$ cat src/rtl/calendar_counter_if.sv
// Date-stage bus: clock-stage events and buttons in, BCD date and status out.
interface calendar_counter_if;
    logic       end_of_day;
    logic       tick_1Hz;
    logic       tick_day;
    logic       tick_month;
    logic       tick_year;
    logic [3:0] day_1s;
    logic [3:0] day_10s;
    logic [3:0] month_1s;
    logic [3:0] month_10s;
    logic [3:0] year_1s;
    logic [3:0] year_10s;
    logic       leap_year;
    logic       day_tick;

    // Driver side: clock stage, buttons, and the render stage reading the date.
    modport master (
        output end_of_day, tick_1Hz, tick_day, tick_month, tick_year,
        input  day_1s, day_10s, month_1s, month_10s, year_1s, year_10s,
        input  leap_year, day_tick
    );

    // Calendar side.
    modport slave (
        input  end_of_day, tick_1Hz, tick_day, tick_month, tick_year,
        output day_1s, day_10s, month_1s, month_10s, year_1s, year_10s,
        output leap_year, day_tick
    );
endinterface

$ cat src/rtl/calendar_counter.sv
// Calendar counter: advances day/month/year at midnight (falling end_of_day)
// and lets held buttons step one field per rising tick_1Hz edge.
module calendar_counter #(
    parameter int unsigned RESET_DAY   = 1,
    parameter int unsigned RESET_MONTH = 1,
    parameter int unsigned RESET_YEAR  = 22
) (
    input  logic              clk_100MHz,
    input  logic              reset,
    calendar_counter_if.slave cal
);
    localparam logic [4:0] RST_DAY_C   = 5'(RESET_DAY);
    localparam logic [3:0] RST_MONTH_C = 4'(RESET_MONTH);
    localparam logic [6:0] RST_YEAR_C  = 7'(RESET_YEAR);

    // Number of days in month m of year 20yy; every year divisible by 4 is leap here.
    function automatic logic [4:0] days_in_month(input logic [3:0] m, input logic [6:0] y);
        logic [4:0] d;
        case (m)
            4'd4, 4'd6, 4'd9, 4'd11: d = 5'd30;
            4'd2:                    d = (y[1:0] == 2'b00) ? 5'd29 : 5'd28;
            default:                 d = 5'd31;
        endcase
        return d;
    endfunction

    // Limit a day to the month length after a month/year change.
    function automatic logic [4:0] clamp_day(input logic [4:0] d, input logic [4:0] mx);
        return (d > mx) ? mx : d;
    endfunction

    // Tens digit of a 0..99 value.
    function automatic logic [3:0] bcd_tens(input logic [6:0] v);
        logic [6:0] t;
        t = v / 7'd10;
        return t[3:0];
    endfunction

    // Ones digit of a 0..99 value.
    function automatic logic [3:0] bcd_ones(input logic [6:0] v);
        logic [6:0] t;
        t = v % 7'd10;
        return t[3:0];
    endfunction

    logic [4:0] day_q,   day_d;
    logic [3:0] month_q, month_d;
    logic [6:0] year_q,  year_d;
    logic       day_tick_q, day_tick_d;
    logic       eod_prev_q;
    logic       tick_prev_q;
    logic [2:0] sync_day_q, sync_month_q, sync_year_q;

    logic       mid_evt_s;
    logic       set_evt_s;
    logic       btn_day_s, btn_month_s, btn_year_s;
    logic [4:0] max_day_s;
    logic [3:0] set_month_s;
    logic [6:0] set_year_s;

    assign mid_evt_s   = eod_prev_q & ~cal.end_of_day;
    assign set_evt_s   = ~tick_prev_q & cal.tick_1Hz;
    assign btn_day_s   = sync_day_q[2];
    assign btn_month_s = sync_month_q[2];
    assign btn_year_s  = sync_year_q[2];

    // Compute the next date from the midnight and set events.
    always_comb begin
        day_d       = day_q;
        month_d     = month_q;
        year_d      = year_q;
        day_tick_d  = 1'b0;
        max_day_s   = days_in_month(month_q, year_q);
        set_month_s = (month_q == 4'd12) ? 4'd1 : (month_q + 4'd1);
        set_year_s  = (year_q == 7'd99) ? 7'd0 : (year_q + 7'd1);
        if (mid_evt_s) begin
            // Midnight wins over a coincident set event.
            day_tick_d = 1'b1;
            if (day_q < max_day_s) begin
                day_d = day_q + 5'd1;
            end else begin
                day_d = 5'd1;
                if (month_q == 4'd12) begin
                    month_d = 4'd1;
                    year_d  = set_year_s;
                end else begin
                    month_d = month_q + 4'd1;
                end
            end
        end else if (set_evt_s) begin
            if (btn_day_s) begin
                day_d = (day_q == max_day_s) ? 5'd1 : (day_q + 5'd1);
            end else if (btn_month_s) begin
                month_d = set_month_s;
                day_d   = clamp_day(day_q, days_in_month(set_month_s, year_q));
            end else if (btn_year_s) begin
                year_d = set_year_s;
                day_d  = clamp_day(day_q, days_in_month(month_q, set_year_s));
            end else begin
                day_d = day_q;
            end
        end else begin
            day_tick_d = 1'b0;
        end
    end

    // Date registers and the midnight pulse.
    always_ff @(posedge clk_100MHz) begin
        if (reset) begin
            day_q      <= RST_DAY_C;
            month_q    <= RST_MONTH_C;
            year_q     <= RST_YEAR_C;
            day_tick_q <= 1'b0;
        end else begin
            day_q      <= day_d;
            month_q    <= month_d;
            year_q     <= year_d;
            day_tick_q <= day_tick_d;
        end
    end

    // Edge history; loading live values in reset suppresses a false edge on release.
    always_ff @(posedge clk_100MHz) begin
        if (reset) begin
            eod_prev_q  <= cal.end_of_day;
            tick_prev_q <= cal.tick_1Hz;
        end else begin
            eod_prev_q  <= cal.end_of_day;
            tick_prev_q <= cal.tick_1Hz;
        end
    end

    // Three-flop button synchronizers; cleared in reset so a held button waits for refill.
    always_ff @(posedge clk_100MHz) begin
        if (reset) begin
            sync_day_q   <= 3'b000;
            sync_month_q <= 3'b000;
            sync_year_q  <= 3'b000;
        end else begin
            sync_day_q   <= {sync_day_q[1:0],   cal.tick_day};
            sync_month_q <= {sync_month_q[1:0], cal.tick_month};
            sync_year_q  <= {sync_year_q[1:0],  cal.tick_year};
        end
    end

    assign cal.day_1s    = bcd_ones({2'b00, day_q});
    assign cal.day_10s   = bcd_tens({2'b00, day_q});
    assign cal.month_1s  = bcd_ones({3'b000, month_q});
    assign cal.month_10s = bcd_tens({3'b000, month_q});
    assign cal.year_1s   = bcd_ones(year_q);
    assign cal.year_10s  = bcd_tens(year_q);
    assign cal.leap_year = (year_q[1:0] == 2'b00);
    assign cal.day_tick  = day_tick_q;
endmodule
$ cat src/flat_wrapper.sv
// flat-port wrapper written by rule: the top's interface ports become plain ports
module calendar_counter_flat 
#(
    parameter int unsigned RESET_DAY   = 1,
    parameter int unsigned RESET_MONTH = 1,
    parameter int unsigned RESET_YEAR  = 22
)
  (clk_100MHz, reset, cal_end_of_day, cal_tick_1Hz, cal_tick_day, cal_tick_month, cal_tick_year, cal_day_1s, cal_day_10s, cal_month_1s, cal_month_10s, cal_year_1s, cal_year_10s, cal_leap_year, cal_day_tick);
  calendar_counter_if cal_i ();
  input  logic clk_100MHz;
  input  logic reset;
  input wire logic [$bits(cal_i.end_of_day)-1:0] cal_end_of_day;
  input wire logic [$bits(cal_i.tick_1Hz)-1:0] cal_tick_1Hz;
  input wire logic [$bits(cal_i.tick_day)-1:0] cal_tick_day;
  input wire logic [$bits(cal_i.tick_month)-1:0] cal_tick_month;
  input wire logic [$bits(cal_i.tick_year)-1:0] cal_tick_year;
  output wire logic [$bits(cal_i.day_1s)-1:0] cal_day_1s;
  output wire logic [$bits(cal_i.day_10s)-1:0] cal_day_10s;
  output wire logic [$bits(cal_i.month_1s)-1:0] cal_month_1s;
  output wire logic [$bits(cal_i.month_10s)-1:0] cal_month_10s;
  output wire logic [$bits(cal_i.year_1s)-1:0] cal_year_1s;
  output wire logic [$bits(cal_i.year_10s)-1:0] cal_year_10s;
  output wire logic [$bits(cal_i.leap_year)-1:0] cal_leap_year;
  output wire logic [$bits(cal_i.day_tick)-1:0] cal_day_tick;
  assign cal_i.end_of_day = cal_end_of_day;
  assign cal_i.tick_1Hz = cal_tick_1Hz;
  assign cal_i.tick_day = cal_tick_day;
  assign cal_i.tick_month = cal_tick_month;
  assign cal_i.tick_year = cal_tick_year;
  assign cal_day_1s = cal_i.day_1s;
  assign cal_day_10s = cal_i.day_10s;
  assign cal_month_1s = cal_i.month_1s;
  assign cal_month_10s = cal_i.month_10s;
  assign cal_year_1s = cal_i.year_1s;
  assign cal_year_10s = cal_i.year_10s;
  assign cal_leap_year = cal_i.leap_year;
  assign cal_day_tick = cal_i.day_tick;
  calendar_counter #(.RESET_DAY(RESET_DAY), .RESET_MONTH(RESET_MONTH), .RESET_YEAR(RESET_YEAR)) u_core (.clk_100MHz(clk_100MHz), .reset(reset), .cal(cal_i));
endmodule
$ cat config.mk
export PLATFORM = sky130hd
export DESIGN_NAME = calendar_counter_flat
export DESIGN_NICKNAME = d
export VERILOG_FILES = /design/src/rtl/calendar_counter_if.sv /design/src/rtl/calendar_counter.sv /design/src/flat_wrapper.sv
export SDC_FILE = /design/constraint.sdc
export NUM_CORES = 1
export LEC_CHECK = 0
export CAP_MARGIN = 20
export CORE_ASPECT_RATIO = 1.1
export CORE_MARGIN = 1.5
export CORE_UTILIZATION = 59
export CTS_CLUSTER_SIZE = 20
export DETAILED_ROUTE_END_ITERATION = 10
export DONT_BUFFER_PORTS = 1
export PLACE_DENSITY = 0.85
export SLEW_MARGIN = 20
export SYNTH_ARGS = -nofsm -noshare
export SYNTH_HDL_FRONTEND = slang
export SYNTH_SLANG_ARGS = --single-unit
export TNS_END_PERCENT = 10
$ cat constraint.sdc
create_clock -name clk_100MHz -period 6.8 [get_ports clk_100MHz]
set_input_delay 1.02 -clock clk_100MHz [delete_from_list [all_inputs] [get_ports clk_100MHz]]
set_output_delay 1.02 -clock clk_100MHz [all_outputs]
set_load 0.02 [all_outputs]
==> metrics.yaml, run 1 <==
cells_and_area:
  multiInputGateArea_um2: 1540
  stdcell_count: 318
  fillers: 342
  finish.utilization: 0.629
  fin_nets: 302
  syn2layout_area_growth_pct: 0.706
  fin_area_um2: 2320
  drive_gt1_frac: 0.0821
  diodes: 0
  layout_common_cells: "dfxtp_1, ha_1, nor2_1"
  layout_commonest_cell: "dfxtp_1"
  seq_area_um2: 561
critical_path:
  worstPathRequired_ns: 5.78
  cpMaxStageDelayCell: "dfxtp_1"
  crit_top_cell: "xnor2_1"
  endpoint_kind: "output port"
  cp.arrival_ns: 3.02
  cp_cell_sequence: "nand2b_1 -> a21bo_1 -> a31o_2 -> xnor2_1 -> ha_1 -> inv_1 -> a211oi_1 -> o21ai_2 -> xnor2_1"
  crit_path_max_incr_delay_ns: 0.55
  critPathMaxFanout: 10
  critPathTopFamily: "compound AO/OA/AOI/OAI gates"
  worst-path-buf-inv: 1
  worstSetupStartpointType: "flip-flop"
  crit_type: "reg -> out"
synth:
  netlist_area_um2: 2300
  yosysWarnings: 0
  syn_inst: 280
  synth.distinct_cells: 61
  yosys.area.top_type: "dfxtp_1"
  synth_edf_count: 0
  ys_seq_elements: 28
  seq_area_frac_synth: 0.243
  yosys-top-cells-area: "dfxtp_1, ha_1, nor2_1, nor2b_1, a21oi_1"
  synth_top_area_share: 0.243
  avgSynthCellArea_um2: 8.22
  ys.flop_type: "dfxtp_1"
  async_reset_ff_frac: 0
grt:
  grt_antenna_before_repair: 0
  grt_start_max_net_pins: 22
  grt_first_pass_wirelength_um: 7710
  first_global_vias: 1797
  gr-total-overflow: 0
  track_usage: 0.221
placed_design:
  io_buffers: 0
  dp_hpwl_um: 3320
  gp_congestion: 0.845
  dp.cells: 314
  placed_area_um2: 2250
timing:
  fmax_ghz: 0.248
  slew_headroom: 0.536
  fin_crit_sh: 0.594
  worstMarginPinSlew_ns: 0.691
  finClkSkew_ns: 0.00323
  hold_viol_final: 0
  finalSetupViolations: 0
  tns_ns: 0
  slew_viol_final: 0
  rsz0062_at_grt: "no"
  period_minus_slack_ns: 4.04
power_and_ir_drop:
  p_per_area_nw_per_um2: 155
  worst_ir_drop_vdd_v: 0.0000938
  intPower_uw: 267
  switching_share: 0.256
  pwr-share-seq: 0.493
  leakage_uw: 0.000947
  pwr-share-comb: 0.141
  switchingPower_uw: 91.8
  p_clk_frac: 0.367
detailed_routing:
  viasPerCell: 5.85
  detailedRoute.firstPassIterationCount: 4
  drc_errors: 0
  wirelength_um: 4410
  final_antenna_net_count: 0
  via_count: 1861
  wire_per_inst_um: 13.9
  drtIter0Drc: 121
min_path:
  hold_path_class: "reg -> reg"
cts:
  cts_buffer_depth: 2
  cts_buffers: 3
  htree_levels: 1
  hold_buffers: 0
  cts_root_buf: "clkbuf_8"
  clk_latency_ns: 0.27
  cts.sinks: 28
  post_cts_buffers: 0
  cts_tree: "yes"
  cts-resized-gates: 0
  cts.clk_slew.worst_paths_ns: 0.10
floorplan:
  initial_utilization: 0.625
  coreArea_um2: 3680
  ios: 33
  die_w_um: 62.6
  core.rowCount: 23
  dieArea_um2: 4290
  die_y_um: 68.5
status:
  status: "completed"
flow_run:
  drv_cap: 0
==> state kept, by name, indices dropped and copies added, names as in the netlist <==
name                 cells
u_core.eod_prev_q        1
u_core.month_q           4
u_core.sync_day_q        3
u_core.tick_prev_q       1
u_core.year_q            7
u_core.day_q             5
u_core.cal.day_tick      1
u_core.sync_month_q      3
u_core.sync_year_q       3
==> stage by stage <==
stage          power (uW)  setup slack, ns  hold slack (ns)
2_1_floorplan         227             3.41            0.414
3_3_place_gp          229             3.21            0.415
3_5_place_dp          231             3.09            0.424
4_1_cts               361             2.76            0.447
5_1_grt               374             2.52            0.460
6_report              359             2.76            0.445
==> power by group through the flow <==
| stage | Clock (uW) | Sequential, uW | Combinational (uW) |
|---|---|---|---|
| global route | 139 | 178 | 56.8 |
| detailed placement | 0 | 181 | 50.3 |
| floorplan | 0 | 177 | 49.9 |
| CTS | 134 | 177 | 50.6 |
| global placement | 0 | 180 | 48.3 |
| finish | 131 | 177 | 50.4 |
==> synth_stat cells (3+ instances only) <==
cell type,n
a21o_1,4
a21oi_1,17
a31oi_1,3
and3_1,3
buf_2,4
buf_4,10
clkbuf_1,4
dfxtp_1,28
ha_1,26
inv_1,22
mux2i_1,4
nand2_1,14
nand2b_1,6
nand3_1,6
nand4_1,3
nor2_1,25
nor2b_1,15
nor3_1,3
o21ai_0,10
o21ai_1,7
o22ai_1,3
o31ai_1,3
xnor2_1,6
xor2_1,3
==> final timing paths <==
check | from | to | slack (ns) | depth (start not counted)
hold reg to reg | u_core.sync_day_q[0]$_SDFF_PP0_ | u_core.sync_day_q[1]$_SDFF_PP0_ | 0.44 | 1
hold / removal | u_core.sync_day_q[0]$_SDFF_PP0_ | u_core.sync_day_q[1]$_SDFF_PP0_ | 0.44 | 1
setup reg to reg | u_core.month_q[0]$_SDFFE_PP1P_ | u_core.day_q[1]$_SDFFE_PP0P_ | 3.52 | 12
setup / recovery | u_core.year_q[5]$_SDFFE_PP0P_ | cal_year_1s[1] | 2.76 | 9
==> metal layers <==
metal | vias to the layer above | share of wire | track usage
li1 | 948 | - | -
met1 | 867 | 0.46 | 0.265
met2 | 42 | 0.49 | 0.413
met3 | 4 | 0.047 | 0.0357
met4 | 0 | 0.0061 | 0.0694
met5 | - | 0 | 0
==> layout make-up <==
class,instances,share of cell area
Clock inverter,1,0.0130
Clock buffer,3,0.0178
Inverter,23,0.0372
Multi-Input combinational cell,213,0.663
Sequential cell,28,0.242
Tap cell,50,0.0270
==> cell families (layout without fill, tap and decap cells) <==
kind of cell | after synthesis | count (layout) | synth area share
simple gates | 89 | 89 | 0.210
buf+inv | 43 | 27 | 0.0951
flops | 28 | 28 | 0.243
mux | 6 | 6 | 0.0272
compound gates | 76 | 76 | 0.238
xor+xnor | 9 | 9 | 0.0342
other cells | 1 | 5 | 0.00163
fa+ha+maj | 28 | 28 | 0.150
No activity file was read; power rests on OpenSTA's default activity.
==> run 2: changes to the inputs <==
CORE_UTILIZATION = 58   (was 59)
PLACE_DENSITY = 0.86   (was 0.85)
clock period = 3.7 ns   (was 6.8 ns; I/O delays follow)
==> metrics.yaml, run 2 (synthesis gave the netlist of run 1 again) <==
min_path:
  hold_path_class: "in -> reg"  # was reg -> reg
  min_from: "cal_tick_1Hz"  # was u_core.sync_day_q[0]$_SDFF_PP0_
detailed_routing:
  route.met3.wl_um: 198  # was 207 um
  via_count: 1888  # was 1,861
  final_antenna_net_count: 0  # unchanged
  wl_met1_um: 2060  # was 2020 um
  detailedRoute.firstPassIterationCount: 6  # was 4
  drtIter0Drc: 129  # was 121
  met2_length_um: 2310  # was 2150 um
  viasPerCell: 5.90  # was 5.85
  routed.top_layer: "met4"  # unchanged
  drc_errors: 0  # unchanged
  wirelength_um: 4570  # was 4410 um
  wire_per_inst_um: 14.3  # was 13.9 um
grt:
  grt_start_max_net_pins: 22  # unchanged
  grt_first_pass_wirelength_um: 7790  # was 7710 um
  track_usage: 0.211  # was 0.221
  gr-total-overflow: 0  # unchanged
  first_global_vias: 1860  # was 1,797
  grt_antenna_before_repair: 0  # unchanged
timing:
  finClkSkew_ns: 0.00534  # was 0.00323 ns
  slew_headroom: 0.527  # was 0.536
  rsz0062_at_grt: "no"  # unchanged
  hold_viol_final: 0  # unchanged
  fmax_ghz: 0.286
  tns_ns: 0  # unchanged
  fin_crit_sh: 0.944
  worstMarginPinSlew_ns: 0.703  # was 0.691 ns
  finalSetupViolations: 0  # unchanged
  slew_viol_final: 0  # unchanged
  period_minus_slack_ns: 3.49
cts:
  cts_root_buf: "clkbuf_8"  # unchanged
  htree_levels: 1  # unchanged
  clk_latency_ns: 0.27  # about the same
  cts_buffer_depth: 2  # unchanged
  cts_tree: "yes"  # unchanged
  cts.clk_slew.worst_paths_ns: 0.10  # about the same
  cts.sinks: 28  # unchanged
  hold_buffers: 0  # unchanged
  cts_buffers: 3  # unchanged
critical_path:
  timing.rr.start: "u_core.month_q[1]$_SDFFE_PP0P_"  # was u_core.month_q[0]$_SDFFE_PP1P_
  cp.arrival_ns: 2.94  # was 3.02 ns
  worstPathRequired_ns: 3.14  # was 5.78 ns
  worstSetupStartpointType: "flip-flop"  # unchanged
  critPathMaxFanout: 6  # was 10
  endpoint_kind: "output port"  # unchanged
  critPathLaunch: "u_core.day_q[0]$_SDFFE_PP1P_"  # was u_core.year_q[5]$_SDFFE_PP0P_
  crit_type: "reg -> out"  # unchanged
cells_and_area:
  layout_common_cells: "dfxtp_1, ha_1, nor2_1"  # unchanged
  largest_reg_flops: 7  # unchanged
  syn2layout_area_growth_pct: 1.68  # was 0.706%
  top_register: "u_core.year_q"  # unchanged
  layout_commonest_cell: "dfxtp_1"  # unchanged
  finish.utilization: 0.631  # was 0.629
  fin_nets: 304  # was 302
  fillers: 345  # was 342
  drive_gt1_frac: 0.0926  # was 0.0821
  diodes: 0  # unchanged
  stdcell_count: 320  # was 318
  largestRegisters: "u_core.year_q (7), u_core.day_q (5), u_core.month_q (4)"  # unchanged
placed_design:
  gp_congestion: 0.867  # was 0.845
  io_buffers: 0  # unchanged
  dp.cells: 316  # was 314
  dp_hpwl_um: 3410  # was 3320 um
floorplan:
  core.rowCount: 23  # unchanged
  ios: 33  # unchanged
  initial_utilization: 0.620  # was 0.625
  die_w_um: 63.1  # was 62.6 um
  dieArea_um2: 4360  # was 4290 um2
  coreArea_um2: 3710  # was 3680 um2
  die_y_um: 69.1  # was 68.5 um
power_and_ir_drop:
  leakage_uw: 0.000957  # was 0.000947 uW
  p_per_area_nw_per_um2: 283  # was 155 nW/um2
  worst_ir_drop_vdd_v: 0.000165  # was 0.0000938 V
flow_run:
  drv_cap: 0  # unchanged
status:
  status: "completed"  # unchanged
## run 2: changes by cell type in the layout (fill, tap and decap cells not counted), sizes merged
cell / before / now
buf: 0 / 2
## run 2: through the flow
| stage | area, um2 | power (uW) | worst slack (ns) | hold WS [ns] |
|---|---|---|---|---|
| after floorplan | 2320 | 416 | 0.772 | 0.414 |
| after global placement | 2260 | 422 | 0.579 | 0.417 |
| after detailed placement | 2260 | 426 | 0.480 | 0.423 |
| final | 2340 | 662 | 0.208 | 0.298 |
| after global routing | 2340 | 690 | 0.0116 | 0.285 |
| after CTS | 2330 | 665 | 0.152 | 0.297 |
## run 2: repair_timing
action                                  in CTS  in global routing
setup buffers                                0                  0
endpoints found under the setup margin       0                  1
gates resized for setup                      0                  1
## run 2: final cells by class
| class | count | area, um2 | share of cell area |
|---|---|---|---|
| tap | 50 | 62.6 | 0.0267 |
| clock inverter | 1 | 30.0 | 0.0128 |
| clock buffer | 3 | 41.3 | 0.0176 |
| timing repair buffer | 2 | 15.0 | 0.00641 |
| inverter | 23 | 86.3 | 0.0369 |
| multi-input combinational | 213 | 1550 | 0.660 |
| sequential | 28 | 561 | 0.239 |
## run 2: worst max-delay path, cell delays in order (launching register included)
cell	delay, ns
dfxtp_1	0.54
inv_1	0.21
ha_1	0.25
a31o_2	0.33
xnor2_1	0.22
ha_1	0.26
a21o_1	0.13
a32o_1	0.24
mux2i_1	0.48
## run 2: where the power goes
group / switching [uW] / internal, uW
combinational: 61.7 / 35.9
clock: 97.2 / 145
sequential: 11.3 / 311
total: 170 / 492
## run 2: path summary, 6_finish.rpt
path                                     end  slack (ns)  cells after the start
max reg2reg     u_core.day_q[1]$_SDFFE_PP0P_        0.59                     12
min reg2reg  u_core.sync_day_q[2]$_SDFF_PP0_        0.45                      1
max                            cal_day_1s[2]        0.21                      8
min               u_core.tick_prev_q$_DFF_P_        0.30                      0
## run 2: routing by layer
layer,track usage,up-vias
met5,0,-
met4,0.0395,0
met3,0.0343,2
met2,0.385,54
met1,0.259,880
li1,-,952
